<file path="src/rtl/cdc_pkg.sv">
// Shared definitions for the CDC launch path: FSM state encoding and the
// hold-counter width helper used by cdc_sender.
package cdc_pkg;

  // Launcher FSM states; encodings are fixed so they stay stable across
  // builds and match existing waveform decoders.
  typedef enum logic [1:0] {
    CDC_ST_IDLE     = 2'd0,
    CDC_ST_HOLD     = 2'd1,
    CDC_ST_WAIT_ACK = 2'd2
  } cdc_state_e;

  // Hold counter width: wide enough for HOLD_CYCLES-1 plus one spare bit.
  function automatic int unsigned cdc_cnt_width(input int unsigned hold_cycles);
    return $clog2(hold_cycles) + 1;
  endfunction

endpackage

</file>
<file path="src/rtl/cdc_ack_sync.sv">
// 1-bit multi-flop synchronizer for the ack toggle returning from the
// destination domain. Chain resets to 0 asynchronously.
module cdc_ack_sync #(
  parameter int unsigned SYNC_TIMES = 3
) (
  input  logic clk,
  input  logic reset_n,
  input  logic ack_async,
  output logic ack_synced
);

  logic [SYNC_TIMES-1:0] chain;

  // Shift the asynchronous ack through SYNC_TIMES flops.
  always_ff @(posedge clk or negedge reset_n) begin
    if (!reset_n) begin
      chain <= '0;
    end else begin
      chain <= {chain[SYNC_TIMES-2:0], ack_async};
    end
  end

  assign ack_synced = chain[SYNC_TIMES-1];

endmodule

</file>
<file path="src/rtl/cdc_sender.sv">
// Source-domain launcher for the multi-flop CDC synchronizer. Accepts words
// on a valid/ready handshake, launches them onto data_out, flips req_toggle
// per word and holds data_out for at least HOLD_CYCLES source cycles.
// Optional feature macro: CDC_SENDER_ACK_EN -- when defined, each new word
// additionally waits for the synchronized ack_toggle to match req_toggle.
module cdc_sender
  import cdc_pkg::*;
#(
  parameter int unsigned DATA_WIDTH  = 8,
  parameter int unsigned HOLD_CYCLES = 8,
  parameter int unsigned SYNC_TIMES  = 3
) (
  input  logic                  clk,
  input  logic                  reset_n,
  input  logic [DATA_WIDTH-1:0] data_in,
  input  logic                  valid_in,
  output logic                  ready_out,
  output logic [DATA_WIDTH-1:0] data_out,
  output logic                  req_toggle,
  input  logic                  ack_toggle,
  output logic                  busy
);

  localparam int unsigned       CNT_W     = cdc_cnt_width(HOLD_CYCLES);
  localparam logic [CNT_W-1:0]  HOLD_LOAD = CNT_W'(HOLD_CYCLES - 1);

  cdc_state_e       state;
  cdc_state_e       state_next;
  logic [CNT_W-1:0] cnt;
  logic             accept;
  logic             ready_d;
  logic             ack_match;

`ifdef CDC_SENDER_ACK_EN
  logic ack_synced;

  cdc_ack_sync #(
    .SYNC_TIMES(SYNC_TIMES)
  ) u_ack_sync (
    .clk       (clk),
    .reset_n   (reset_n),
    .ack_async (ack_toggle),
    .ack_synced(ack_synced)
  );

  // Level compare only: an ack edge is never latched, so an early or
  // spurious ack cannot shorten the hold period.
  assign ack_match = (ack_synced == req_toggle);
`else
  localparam int unsigned SYNC_TIMES_UNUSED = SYNC_TIMES;
  logic ack_unused;

  assign ack_unused = ack_toggle;
  assign ack_match  = 1'b1;
`endif

  // State register.
  always_ff @(posedge clk or negedge reset_n) begin
    if (!reset_n) begin
      state <= CDC_ST_IDLE;
    end else begin
      state <= state_next;
    end
  end

  // Next-state decode.
  always_comb begin
    state_next = state;
    unique case (state)
      CDC_ST_IDLE: begin
        if (accept) begin
          state_next = CDC_ST_HOLD;
        end
      end
      CDC_ST_HOLD: begin
        if (cnt == '0) begin
`ifdef CDC_SENDER_ACK_EN
          state_next = ack_match ? CDC_ST_IDLE : CDC_ST_WAIT_ACK;
`else
          state_next = CDC_ST_IDLE;
`endif
        end
      end
      CDC_ST_WAIT_ACK: begin
        if (ack_match) begin
          state_next = CDC_ST_IDLE;
        end
      end
      default: state_next = CDC_ST_IDLE;
    endcase
  end

  // Output decode: accept strobe, next ready value and busy flag.
  always_comb begin
    accept  = (state == CDC_ST_IDLE) && valid_in && ready_out;
    // Ready is high exactly when the FSM is (next) idle and not accepting;
    // an accept always moves state_next to HOLD, so this covers both.
    ready_d = (state_next == CDC_ST_IDLE);
    busy    = (state != CDC_ST_IDLE);
  end

  // Registered ready; low out of reset, rises on the first edge after release.
  always_ff @(posedge clk or negedge reset_n) begin
    if (!reset_n) begin
      ready_out <= 1'b0;
    end else begin
      ready_out <= ready_d;
    end
  end

  // Launch register and request toggle; updated only on an accept.
  always_ff @(posedge clk or negedge reset_n) begin
    if (!reset_n) begin
      data_out   <= '0;
      req_toggle <= 1'b0;
    end else if (accept) begin
      data_out   <= data_in;
      req_toggle <= ~req_toggle;
    end
  end

  // Hold counter: loaded on accept, counts down in HOLD, saturates at 0.
  always_ff @(posedge clk or negedge reset_n) begin
    if (!reset_n) begin
      cnt <= '0;
    end else if (accept) begin
      cnt <= HOLD_LOAD;
    end else if ((state == CDC_ST_HOLD) && (cnt != '0)) begin
      cnt <= cnt - 1'b1;
    end
  end

endmodule

</file>
<file path="config.mk">
export PLATFORM = sky130hd
export DESIGN_NAME = cdc_sender
export DESIGN_NICKNAME = d
export VERILOG_FILES = /design/src/rtl/cdc_pkg.sv /design/src/rtl/cdc_ack_sync.sv /design/src/rtl/cdc_sender.sv
export SDC_FILE = /design/constraint.sdc
export NUM_CORES = 1
export LEC_CHECK = 0
export ABC_AREA = 1
export CAP_MARGIN = 20
export CORE_MARGIN = 2
export CORE_UTILIZATION = 43
export CTS_CLUSTER_SIZE = 28
export DETAILED_ROUTE_END_ITERATION = 8
export PLACE_DENSITY = 0.78
export SYNTH_ARGS = -nofsm -noshare
export SYNTH_HDL_FRONTEND = slang
export SYNTH_SLANG_ARGS = --single-unit
</file>
<file path="constraint.sdc">
create_clock -name clk -period 1.3 [get_ports clk]
set_input_delay 0.26 -clock clk [delete_from_list [all_inputs] [get_ports clk]]
set_output_delay 0.26 -clock clk [all_outputs]
set_load 0.03 [all_outputs]
</file>
==> flow_summary.yaml <==
route:
  ant_nets: 0
  wl_per_cell_um: 10.9
  post-route-drc-count: 0
  first_pass_iters: 4
  num_vias: 585
  wirelength_um: 1350
  initialDrtViolationCount: 8
  vias_per_cell: 4.76
timing:
  slew_viol_final: 0
  setup_viol_count_final: 0
  skew_ns: 0.00103
  hold_viol_final: 0
  fmax_mhz: 802
  period_needed_ns: 1.25
  fin_crit_sh_pct: 96.0
  rsz0062_at_grt: "true"
  fin_setup_tns_ns: 0
  layout_setup_ws_ns: 0.0526
setup_path:
  cp.arrival_ns: 0.99
  required_ns: 1.04
  path_max_fanout: 2
  crit_slowest_cell: "dfrtp_1"
  cpPeakStageDelay_ns: 0.40
  startpoint_type: "flip-flop"
  worstSetupPathType: "flip-flop to output port"
  r2r-start: "cnt[0]"
  ff2ff_setup_slack_ns: 0.12
  end_kind: "output port"
  rr_endpoint: "cnt[1]"
  ff2ff_path_depth: 7
  crit_chain: "nor2_2, inv_1, buf_6"
synthesis:
  yosys_register_bits: 16
  postSynthAreaPerCell_um2: 9.25
  synth_cells: 77
  ys_warn_count: 0
  synthesis.area_um2: 712
  synth_cell_types: 17
  seq_area_frac_synth_pct: 56.2
  syn_nets: 90
clock_tree:
  cts_tree: "done"
  cts.clk_slew.worst_paths_ns: 0.09
  clock-root-buffer: "clkbuf_4"
  clkSinkCount: 16
  numCtsBuffers: 3
  clockBufferDepth: 2
  htreeDepth: 1
  holdBufCountCts: 0
  worstSkewPairLatency_ns: 0.29
run_status:
  status: "complete, no violations"
place:
  io_buffer_count: 21
  dpl.hpwl_um: 985
  post-place-cells: 118
  dp_slack_ns: -0.0743
  globalplace.congestion: 0.704
global_route:
  grt-ovfl-total: 0
  grt_max_degree: 17
  grt_pass1_vias: 547
  grt_antenna_before_repair: 0
  track_usage_pct: 15.3
  grt_pass1_wl_um: 2150
floorplanning:
  die_y_um: 44.7
  die-area_mm2: 0.00200
  rows: 14
  core-area_mm2: 0.00152
  fp.dieW_um: 44.7
  io_pins: 23
  initial_core_util_pct: 46.7
power_and_ir_drop:
  ir_worst_vdd_mv: 1.34
  power_density_mw_per_mm2: 2230
  power_mw: 2.20
  leakagePower_nw: 0.524
layout:
  regArea_um2: 400
  fin_nets: 121
  final_common_cell: "nand2_1"
  fillers: 135
  layout_common_cells: "nand2_1, dfrtp_1, clkdlybuf4s50_1"
  drive_gt1_share_pct: 27.1
  stdcell_count: 123
  multi_input_area_um2: 288
  finish.utilization_pct: 64.8
  antenna_cells: 0
  syn_to_final_growth_pct: 38.7
hold_path:
  hold_path.class: "input pin to async pin"
job:
  cap_violations: 0
==> registers in the layout, indices dropped and copies added, names as in the netlist <==
register and cells:
state 2, ready_out 1, data_out 8, cnt 4, req_toggle 1
==> what timing repair did <==
item	4_1_cts	5_1_grt
setup endpoints to repair	9	9
resized for setup	22	12
cloned	0	0
pin swaps	0	1
buffers inserted	0	1
==> per-layer routing <==
metal,up-vias,GRT usage [%],routed length [µm]
li1,295,-,-
met1,262,18.4,577
met2,26,25.8,662
met3,2,3.60,93
met4,0,7.27,12
met5,-,0,0
==> cell type report <==
class / count / area share, %
clock buffer: 4 / 3.68
multi-input combinational: 54 / 29.2
timing repair buffer: 27 / 22.1
sequential: 16 / 40.6
tap: 16 / 2.03
inverter: 6 / 2.53
==> through the flow <==
stage	hold WS (ns)	cell area (µm²)
final	0.279	987
after floorplan	-0.0356	712
after global placement	0.464	963
after detailed placement	0.469	963
after CTS	0.282	996
after global routing	0.308	987
==> cells by family after synthesis <==
kind of cell    after synthesis  share of synthesized area (%)
compound gates                2                           2.99
xor+xnor                      2                           3.52
fa+ha+maj                     1                           1.76
buf+inv                       7                           5.10
flops                        16                           56.2
other cells                   1                          0.527
simple gates                 48                           29.9
==> cell usage after synthesis (all sizes together) <==
| cell type | number | area [µm²] |
|---|---|---|
| a21oi | 2 | 21.3 |
| buf | 1 | 11.3 |
| conb | 1 | 3.75 |
| dfrtp | 16 | 400 |
| ha | 1 | 12.5 |
| inv | 6 | 25.0 |
| nand2 | 39 | 146 |
| nand3 | 4 | 32.5 |
| nand4 | 1 | 6.26 |
| nor2 | 4 | 27.5 |
| xnor2 | 1 | 16.3 |
| xor2 | 1 | 8.76 |
==> critical path, delay by kind of cell, from the launching register on <==
kind	cells	cell delay, ns
buffers and inverters	2	0.18
and+or+nand+nor	1	0.12
DFF	1	0.40
==> where the power goes <==
group	leakage, nW	internal, mW	total (mW)	switching [mW]
Clock	0.0210	0.171	0.325	0.154
Sequential	0.194	0.692	0.833	0.141
Combinational	0.309	0.402	1.04	0.639
==> how the worst max path moves through the flow <==
stage | startpoint | to | cells past startpoint
after CTS | data_out[7] | data_out[7] | 1
after detailed placement | state[1] | busy | 3
after floorplan | cnt[0] | cnt[2] | 6
after global routing | state[0] | busy | 3
after global placement | state[1] | busy | 3
final | state[0] | busy | 3
Note: power is estimated with default switching activity, not from simulation.
==> variant 1 (config.mk and constraints unchanged) <==
Set the parameter `DATA_WIDTH` to 12 (it was 8).
--- a/src/rtl/cdc_sender.sv
+++ b/src/rtl/cdc_sender.sv
@@ -6,7 +6,7 @@
 module cdc_sender
   import cdc_pkg::*;
 #(
-  parameter int unsigned DATA_WIDTH  = 8,
+  parameter int unsigned DATA_WIDTH  = 12,
   parameter int unsigned HOLD_CYCLES = 8,
   parameter int unsigned SYNC_TIMES  = 3
 ) (
Ports: changed (resized data_in and data_out); port bits go from 23 to 31. No check against the original RTL was run, so the function may have changed too.
==> variant 1 against the original RTL <==
- via count is 28% higher
- hold slack better by 0.013 ns
- synthesized cell count is 22% higher
- total power is 24% higher
- sequential cell count is 4 higher
- design area is 29% higher
- routed wire length is 36% higher
- area after synthesis is 19% higher
- critical path depth stayed put
- setup slack worse by 0.022 ns
==> variant 1: results (changes against the original RTL) <==
[yosys]
synth_compound_area_share_pct = 1.62  ; -1.4 points
yosys-top-cells-count = nand2_1 (51), dfrtp_1 (20), inv_1 (5)
synthXorXnorAreaFrac_pct = 2.06  ; -1.5 points
syn-num-nets = 111  ; +23%
ys_top_cells_by_area = dfrtp_1 (59%), nand2_1 (23%), nor2_4 (2.7%), inv_1 (2.2%), nand3_4 (2.1%)
synth_fa_ha_area_share_pct = 1.47  ; -0.28 points
yosys.area.top_type_share_pct = 58.9  ; +2.7 points
synth-seq-area-share_pct = 58.9  ; +2.7 points

[route]
wl_met2_um = 985  ; +49%
wl_met3_um = 107  ; +15%
drt_iter0_drc = 6  ; -2
num_vias = 747  ; +28%
met1_length_um = 731  ; +27%

[timing]
fin_skew_ns = 0.00100  ; -0.0000302 ns
fin_crit_sh_pct = 97.7  ; +1.7 points
hold_slack_ns = 0.292  ; +0.0129 ns

[place]
gp_congestion = 0.825  ; +17%
pre_cts_ws_ns = -0.0883  ; -0.0140 ns
hpwlAfterDp_mm = 1.40  ; +42%

[critical_path]
r2r_slack_ns = 0.11
cp_data_arrival_time_ns = 1.01  ; +0.02 ns
cpPeakStageDelay_ns = 0.42  ; +0.02 ns
critPathLaunch = state[1]$_DFF_PN0_

[global_route]
grt_pass1_wl_mm = 3.19  ; +49%
grt_use_met3_pct = 4.94  ; +1.3 points
grt.total_usage_pct = 17.4  ; +2.0 points
grt_max_degree = 21  ; +4
grt_use_met1_pct = 19.4  ; +1.0 points

[run_status]
run_status = finished, final reports clean

[pwr]
p_leak_nw = 0.641  ; +22%

[layout]
reg_top3 = data_out (12), cnt (4), state (2)
stdcell_count = 159  ; +29%

[clock_network]
path_clk_slew_ns = 0.11  ; +0.02 ns

variant 1: cell types whose count changed after synthesis, sizes merged:
| cell | before | now |
|---|---|---|
| dfrtp | 16 | 20 |
| nand2 | 39 | 51 |
| buf | 1 | 2 |
variant 1: cells by family (layout without fill, tap and decap cells):
| logic type | Yosys count | in the layout |
|---|---|---|
| simple gates | 60 | 60 |
| flops | 20 | 20 |
| buf+inv | 8 | 46 |
| compound gates | 2 | 2 |
| xor+xnor | 2 | 2 |
| fa+ha+maj | 1 | 1 |
| other cells | 1 | 1 |
variant 1: cell type report:
type	instances	area, um2
fillers	158	631
flip-flops and latches	20	500
repair buffers	36	348
multi-input cells	66	328
clock buffers	4	36.3
well taps	27	33.8
inverters	6	25.0
variant 1: final timing paths:
kind | to | cells after the start
min in group clk | req_toggle$_DFFE_PN0P_ | 1
max reg2reg | data_out[2]$_DFFE_PN0P_ | 7
min | cnt[3]$_DFFE_PN0P_ | 2
max | busy | 3
min reg2reg | req_toggle$_DFFE_PN0P_ | 1
max in group asynchronous | cnt[1]$_DFFE_PN0P_ | 2
variant 1: power breakdown:
group,internal [mW],total [mW],switching [mW],leakage (nW)
combinational,0.523,1.32,0.801,0.376
sequential,0.867,1.04,0.175,0.244
clock,0.171,0.357,0.186,0.0210
total,1.56,2.72,1.16,0.641
variant 1: what timing repair did:
item,in CTS,in global routing
gates resized for setup,42,10
setup endpoints to repair,13,8
pin swaps,1,1
variant 1: stage by stage:
step	util [%]	TNS, ns
after floorplan	-	0
after global placement	64.0	-0.151
after detailed placement	64.0	-0.463
after CTS	66.7	0
after global routing	66.8	-0.0334
final	66.8	0
==> variant 2 (same flow settings) <==
Made on the original files. Encoding of `cdc_state_e`: now one-hot (3 bits for 3 states).
--- a/src/rtl/cdc_pkg.sv
+++ b/src/rtl/cdc_pkg.sv
@@ -4,10 +4,10 @@
 
   // Launcher FSM states; encodings are fixed so they stay stable across
   // builds and match existing waveform decoders.
-  typedef enum logic [1:0] {
-    CDC_ST_IDLE     = 2'd0,
-    CDC_ST_HOLD     = 2'd1,
-    CDC_ST_WAIT_ACK = 2'd2
+  typedef enum logic [2:0] {
+    CDC_ST_IDLE     = 3'b001,
+    CDC_ST_HOLD     = 3'b010,
+    CDC_ST_WAIT_ACK = 3'b100
   } cdc_state_e;
 
   // Hold counter width: wide enough for HOLD_CYCLES-1 plus one spare bit.
Formal check against the unedited RTL: no difference found for any inputs over 10 cycles, from zero or initial values and one cycle with reset_n low; not proved beyond that.
==> variant 2 against the original RTL <==
- the run now ends with negative setup slack left
- sequential share of layout area fell by 2.6 points
- sequential cell count grew 1
- setup slack lost 0.065 ns
- routed wire length rose by 21%
- sequential power decreased by 17%
- total power down 29%
- design area grew 14%
- area after synthesis is 8.6% higher
- critical path type unchanged
- largest cell class unchanged
==> variant 2: results (changes against the original RTL) <==
[global_route]
grt_pass1_vias = 627  ; +15%
grt_use_met3_pct = 2.35  ; -1.2 points
grt_use_met2_pct = 28.1  ; +2.3 points
grt.total_usage_pct = 16.2  ; +0.83 points
grt_pass1_wl_mm = 2.44  ; +14%
grt_max_degree = 18  ; +1

[layout]
multi_input_area_share_pct = 30.1  ; +0.92 points
drive_above_1_share_pct = 38.5  ; +11 points
inverters = 12  ; +6
seq_share_pct = 38.0  ; -2.6 points
reg_top3 = data_out (8), cnt (4), state (3)
multi_input_gates = 57  ; +5.6%
buffer_area_share_pct = 22.8  ; +0.78 points
clock_area_share_pct = 2.34  ; -1.3 points
stdcell_count = 147  ; +20%
fill_cells = 148  ; +9.6%
finalNetCount = 136  ; +12%

[pwr]
vdd_ir_drop_max_uv = 919  ; -32%
p_leak_nw = 0.596  ; +14%

[yosys]
synth_compound_area_share_pct = 0  ; -3.0 points
yosys-top-cells-count = nand2_1 (36), dfrtp_1 (16), inv_1 (6), inv_2 (6), nand3_1 (5)
synth_fa_ha_area_share_pct = 1.62  ; -0.14 points
ys_top_cells_by_area = dfrtp_1 (52%), nand2_1 (17%), nand3_2 (3.9%), dfstp_2 (3.4%), nand3_1 (3.2%)
syn_inst = 86  ; +12%

[timing]
finalSetupTns_ns = -0.0124  ; -0.0124 ns
setup_viol = 1  ; +1
fin_ws_ns = -0.0124  ; -0.0651 ns
fin_skew_ns = 0.00829  ; +0.00726 ns

[critical_path]
cpPeakStageDelay_ns = 0.56  ; +0.16 ns
cp_data_arrival_time_ns = 1.05  ; +0.06 ns
crit_slowest_cell = dfstp_2

[run_status]
run_status = complete, but fails checks
violations = negative setup slack

[route]
num_vias = 664  ; +14%
wl_met2_um = 897  ; +35%

[place]
hpwlAfterDp_mm = 1.16  ; +18%

variant 2: changes by cell type after synthesis, sizes merged:
cell / delta
a21oi: -2
dfstp: +1
inv: +6
nand2: -2
nand3: +4
nor2: +3
xor2: -1
variant 2: path summary, 6_finish.rpt:
kind	start	to	slack, ns	depth (start not counted)
setup / recovery	state[0]$_DFF_PN1_	busy	-0.01	2
hold / removal	reset_n	cnt[2]$_DFFE_PN0P_	0.28	2
setup reg to reg	state[0]$_DFF_PN1_	data_out[5]$_DFFE_PN0P_	0.03	7
hold reg to reg	data_out[7]$_DFFE_PN0P_	data_out[7]$_DFFE_PN0P_	0.49	2
max in group asynchronous	reset_n	state[0]$_DFF_PN1_	0.76	2
min in group clk	data_out[7]$_DFFE_PN0P_	data_out[7]$_DFFE_PN0P_	0.49	2
variant 2: where the power goes:
group / switching (mW) / total (mW) / internal, mW
Sequential: 0.0660 / 0.693 / 0.627
Combinational: 0.352 / 0.582 / 0.230
Clock: 0.157 / 0.276 / 0.119
